`config.mk`:
```
export PLATFORM = sky130hd
export DESIGN_NAME = serial_adder
export DESIGN_NICKNAME = d
export VERILOG_FILES = /design/src/rtl/serial_adder.sv
export SDC_FILE = /design/constraint.sdc
export NUM_CORES = 1
export LEC_CHECK = 0
export BUFFER_PORTS_ARGS = -buffer_cell sky130_fd_sc_hd__buf_2
export CAP_MARGIN = 20
export CORE_MARGIN = 1
export CORE_UTILIZATION = 52
export CTS_CLUSTER_DIAMETER = 120
export DETAILED_ROUTE_END_ITERATION = 7
export GPL_TIMING_DRIVEN = 0
export PLACE_DENSITY_LB_ADDON = 0.25
export SETUP_SLACK_MARGIN = 0.4
export SYNTH_ARGS = -nofsm -noshare
export SYNTH_HDL_FRONTEND = slang
export SYNTH_SLANG_ARGS = --single-unit
```
`constraint.sdc`:
```
create_clock -name clk -period 1.6 [get_ports clk]
set_input_delay 0.24 -clock clk [delete_from_list [all_inputs] [get_ports clk]]
set_output_delay 0.24 -clock clk [all_outputs]
set_load 0.05 [all_outputs]
```
`src/rtl/serial_adder.sv`:
```
// ============================================================================
// Module      : serial_adder
// Description : Bit-serial adder/subtractor. Operands are captured on a start
//               strobe and summed LSB-first through one shared full-adder
//               cell, one bit per clock. Result, carry/borrow and signed
//               overflow are registered and presented with a done pulse.
// Revision    : 1.0 - initial release
// ============================================================================
`default_nettype none

module serial_adder #(
  parameter int WIDTH = 4
) (
  input  logic             clk,
  input  logic             rst,
  input  logic             start,
  input  logic             sub,
  input  logic [WIDTH-1:0] a,
  input  logic [WIDTH-1:0] b,
  output logic             busy,
  output logic             done,
  output logic [WIDTH:0]   sum,
  output logic             overflow
);

  // Counter is one bit wider than clog2 so WIDTH=1 still has a real register.
  localparam int            CW     = $clog2(WIDTH) + 1;
  localparam logic [CW-1:0] C_LAST = CW'(WIDTH - 1);
  localparam logic [CW-1:0] C_ONE  = CW'(1);

  localparam logic [0:0] S_IDLE  = 1'b0;
  localparam logic [0:0] S_SHIFT = 1'b1;

  logic [0:0]       state_q, state_d;
  logic [WIDTH-1:0] a_sh_q, a_sh_d;
  logic [WIDTH-1:0] b_sh_q, b_sh_d;
  logic [WIDTH-1:0] res_q, res_d;
  logic             carry_q, carry_d;
  logic [CW-1:0]    cnt_q, cnt_d;
  logic [WIDTH:0]   sum_q, sum_d;
  logic             ovf_q, ovf_d;
  logic             done_q, done_d;

  logic             w_s;
  logic             w_c;
  logic             w_last;
  logic [WIDTH:0]   w_res_cat;
  logic [WIDTH-1:0] w_res_next;

  // Shared full-adder cell operating on the current LSBs and running carry.
  always_comb begin
    w_s        = a_sh_q[0] ^ b_sh_q[0] ^ carry_q;
    w_c        = (a_sh_q[0] & b_sh_q[0]) | (a_sh_q[0] & carry_q) | (b_sh_q[0] & carry_q);
    w_last     = (cnt_q == C_LAST);
    // New bit enters at the MSB end; after WIDTH shifts bit 0 is the LSB.
    w_res_cat  = {w_s, res_q};
    w_res_next = w_res_cat[WIDTH:1];
  end

  // Next-state logic: capture in IDLE, one full-adder step per cycle in SHIFT.
  always_comb begin
    state_d = state_q;
    a_sh_d  = a_sh_q;
    b_sh_d  = b_sh_q;
    res_d   = res_q;
    carry_d = carry_q;
    cnt_d   = cnt_q;
    sum_d   = sum_q;
    ovf_d   = ovf_q;
    done_d  = 1'b0;
    case (state_q)
      S_IDLE: begin
        if (start) begin
          // Subtraction is a + ~b + 1: invert B and seed the carry with 1.
          a_sh_d  = a;
          b_sh_d  = sub ? ~b : b;
          carry_d = sub;
          cnt_d   = '0;
          state_d = S_SHIFT;
        end
      end
      S_SHIFT: begin
        a_sh_d  = a_sh_q >> 1;
        b_sh_d  = b_sh_q >> 1;
        res_d   = w_res_next;
        carry_d = w_c;
        cnt_d   = cnt_q + C_ONE;
        if (w_last) begin
          // On the MSB step carry_q is the carry into the sign bit.
          sum_d   = {w_c, w_res_next};
          ovf_d   = carry_q ^ w_c;
          done_d  = 1'b1;
          state_d = S_IDLE;
        end
      end
      default: state_d = S_IDLE;
    endcase
  end

  // State and datapath registers with asynchronous reset.
  always_ff @(posedge clk or posedge rst) begin
    if (rst) begin
      state_q <= S_IDLE;
      a_sh_q  <= '0;
      b_sh_q  <= '0;
      res_q   <= '0;
      carry_q <= 1'b0;
      cnt_q   <= '0;
      sum_q   <= '0;
      ovf_q   <= 1'b0;
      done_q  <= 1'b0;
    end else begin
      state_q <= state_d;
      a_sh_q  <= a_sh_d;
      b_sh_q  <= b_sh_d;
      res_q   <= res_d;
      carry_q <= carry_d;
      cnt_q   <= cnt_d;
      sum_q   <= sum_d;
      ovf_q   <= ovf_d;
      done_q  <= done_d;
    end
  end

  assign busy     = (state_q == S_SHIFT);
  assign done     = done_q;
  assign sum      = sum_q;
  assign overflow = ovf_q;

endmodule

`default_nettype wire

```
==> metrics.yaml <==
place:
  dp.cells: 123
  hpwl_mm: 1.122
  io_buffers: 18
  dpl_cell_area_um2: 1170
  place_congestion: 0.7355
drt:
  drc: 0
  vias: 666
  first_iter_violations: 9
  ant_nets: 0
  wl_mm: 1.639
  wl_per_cell_um: 12.32
  drt-vias-per-instance: 5.008
  first_pass_iters: 4
worst_setup_path:
  cp_top_family: "flip-flops"
  cpPeakStageDelay_ns: 0.44
  slowest_stage: "dfrtp_1"
  crit_fanout: 2
  crit_chain: "fa_2 > xor2_1 > mux2_2"
  r2r_slack_ns: 0.23
  cp.arrival_ns: 1.57
  r2r-start: "b_sh_q[0]$_DFFE_PP0P_"
  critPathLaunchType: "register"
  end_kind: "register"
  crit_type: "reg2reg"
  reg2regPathDepth: 3
  r2r_end: "overflow$_DFFE_PP0P_"
  cp.buffers_inverters: 0
  required_ns: 1.80
synth:
  netlist_instances: 80
  synth_cell_types: 23
  yosysTopAreaCell: "dfrtp_1"
  yosysTopAreaCellShare_pct: 56.37
  synthTopCellsByArea: "dfrtp_1 (56%), mux2_2 (11%), mux2i_1 (4.9%)"
  syn-num-nets: 95
  ys_seq_elements: 23
  syn_area_um2: 1021
  yosys_warnings: 0
  post_synth.cell_area_avg_um2: 12.76
  ys_seq_area_share_pct: 56.37
final_layout:
  instances_no_fill: 133
  area_growth_pct: 26.23
  fin_area_um2: 1289
  final_common_cell: "dfrtp_1"
  final_layout_size_suffix_gt1_share_pct: 42.59
  final_cell_mix: "dfrtp_1 (22), buf_4 (12), buf_2 (11), mux2_2 (6), clkbuf_4 (6)"
  final_util_pct: 72.28
  finalNetCount: 124
  diodes: 0
hold_path:
  worstHoldPathType: "in2async"
clocking:
  cts.htree.levels: 1
  clk_path_buf_depth: 2
  holdBufCountCts: 0
  clk_pin_slew_ns: 0.12
  root_buffer: "clkbuf_4"
  clock_sinks: 23
  clkLatencyLatePin_ns: 0.31
  cts_buffers: 3
  cts_tree: "built"
global_route:
  grt_pass1_vias: 590
  grtUsageTotal_pct: 18.08
  grt-ovfl-total: 0
  grt_max_degree: 24
  grt_first_pass_wirelength_mm: 2.601
  antenna_found_initial: 0
power_and_ir_drop:
  power_density_nw_per_um2: 2024
  power_mw: 2.608
  power.leakage_nw: 0.6420
  ir_drop_uv: 1122
floorplan:
  die_y_um: 46.31
  fp.dieArea_um2: 2145
  start_util_pct: 57.26
  core_region_area_um2: 1783
  die_w_um: 46.31
  rows: 15
  pin_count: 20
flow_run:
  cap_violations: 0
outcome:
  status: "finished, final reports clean"
sta:
  setup_tns_ns: 0
  drv_slew: 0
  rsz0062_at_grt: "true"
  finalHoldViolCount: 0
  fmax_mhz: 731.5
  finalSetupViolations: 0
  fin_skew_ns: 0.007178
  slew_headroom_pct: 43.81
  worst_slew_pin_slew_ns: 0.8419
  period_share_pct: 85.44
  min_period_ns: 1.367
==> routing by layer <==
| metal | part of all wire [%] | GRT usage, % | routed length (µm) |
|---|---|---|---|
| met4 | 2.1 | 10.59 | 34 |
| met3 | 2.4 | 3.529 | 40 |
| met2 | 49 | 27.50 | 799 |
| met5 | 0 | 0 | 0 |
| met1 | 47 | 23.68 | 765 |
==> area by class of cell <==
class	count	area (µm²)
buffer	4	31.28
timing repair buffer	24	158.9
tap	25	31.28
clock buffer	4	26.28
fill	127	494.2
multi-input combinational	49	449.2
sequential	23	576.8
inverter	4	15.01
==> per-stage QoR <==
step,hold slack (ns),setup WS (ns)
floorplan,0.2419,0.3080
finish,0.07692,0.2330
global route,0.1336,0.1855
CTS,0.1085,0.2660
detailed placement,0.4489,0.2194
global placement,0.4411,0.2503
==> worst reg2reg max path: stages, from the launching register on <==
cell     delay (ns)
dfrtp_1        0.44
fa_2           0.41
xor2_1         0.14
mux2_2         0.26
==> report_power, final <==
| part | total (mW) | internal (mW) | switching, mW | leakage [nW] |
|---|---|---|---|---|
| registers | 0.989 | 0.834 | 0.156 | 0.289 |
| clock network | 0.266 | 0.0973 | 0.169 | 0.0150 |
| logic | 1.35 | 0.652 | 0.701 | 0.338 |
| total | 2.61 | 1.58 | 1.03 | 0.642 |
==> cells by family after synthesis <==
| group | share of synthesized area [%] |
|---|---|
| buffers and inverters | 4.166 |
| AO/OA/AOI/OAI | 7.354 |
| XOR/XNOR | 4.290 |
| multiplexers | 15.93 |
| adder cells (fa/ha/maj) | 4.411 |
| AND/OR/NAND/NOR | 7.476 |
| flip-flops | 56.37 |
==> repair_timing <==
item	4_1_cts	5_1_grt
setup buffers	5	1
setup endpoints to repair	8	16
resized for setup	4	15
pin swaps	3	4
==> registers in the layout, summed over array words and instances (netlist names) <==
signal / count
b_sh_q: 4
a_sh_q: 4
carry_q: 1
done: 1
cnt_q: 3
res_q: 3
overflow: 1
sum: 5
busy: 1
==> synth_stat cells <==
library cell	n
and2_1	2
buf_4	3
inv_1	4
a22o_1	1
a221o_1	2
o22ai_1	1
fa_1	1
buf_2	1
nor2b_1	1
xor2_1	3
nand2_1	5
ha_1	2
o21ai_0	5
nand2b_1	2
dfrtp_1	23
o211ai_1	1
xnor2_1	2
a211oi_1	1
nand2_2	1
mux2i_1	5
nor2_1	3
or3b_1	1
mux2_2	10
==> worst max path at each step <==
stage | slack (ns) | start | end | cells past startpoint
floorplan | 0.31 | b_sh_q[0]$_DFFE_PP0P_ | overflow$_DFFE_PP0P_ | 3
global placement | 0.25 | b_sh_q[0]$_DFFE_PP0P_ | overflow$_DFFE_PP0P_ | 3
detailed placement | 0.22 | b_sh_q[0]$_DFFE_PP0P_ | overflow$_DFFE_PP0P_ | 3
CTS | 0.27 | a_sh_q[0]$_DFFE_PP0P_ | overflow$_DFFE_PP0P_ | 3
global route | 0.19 | b_sh_q[0]$_DFFE_PP0P_ | carry_q$_DFFE_PP0P_ | 5
finish | 0.23 | b_sh_q[0]$_DFFE_PP0P_ | overflow$_DFFE_PP0P_ | 3
Note: power is estimated with default switching activity, not from simulation.
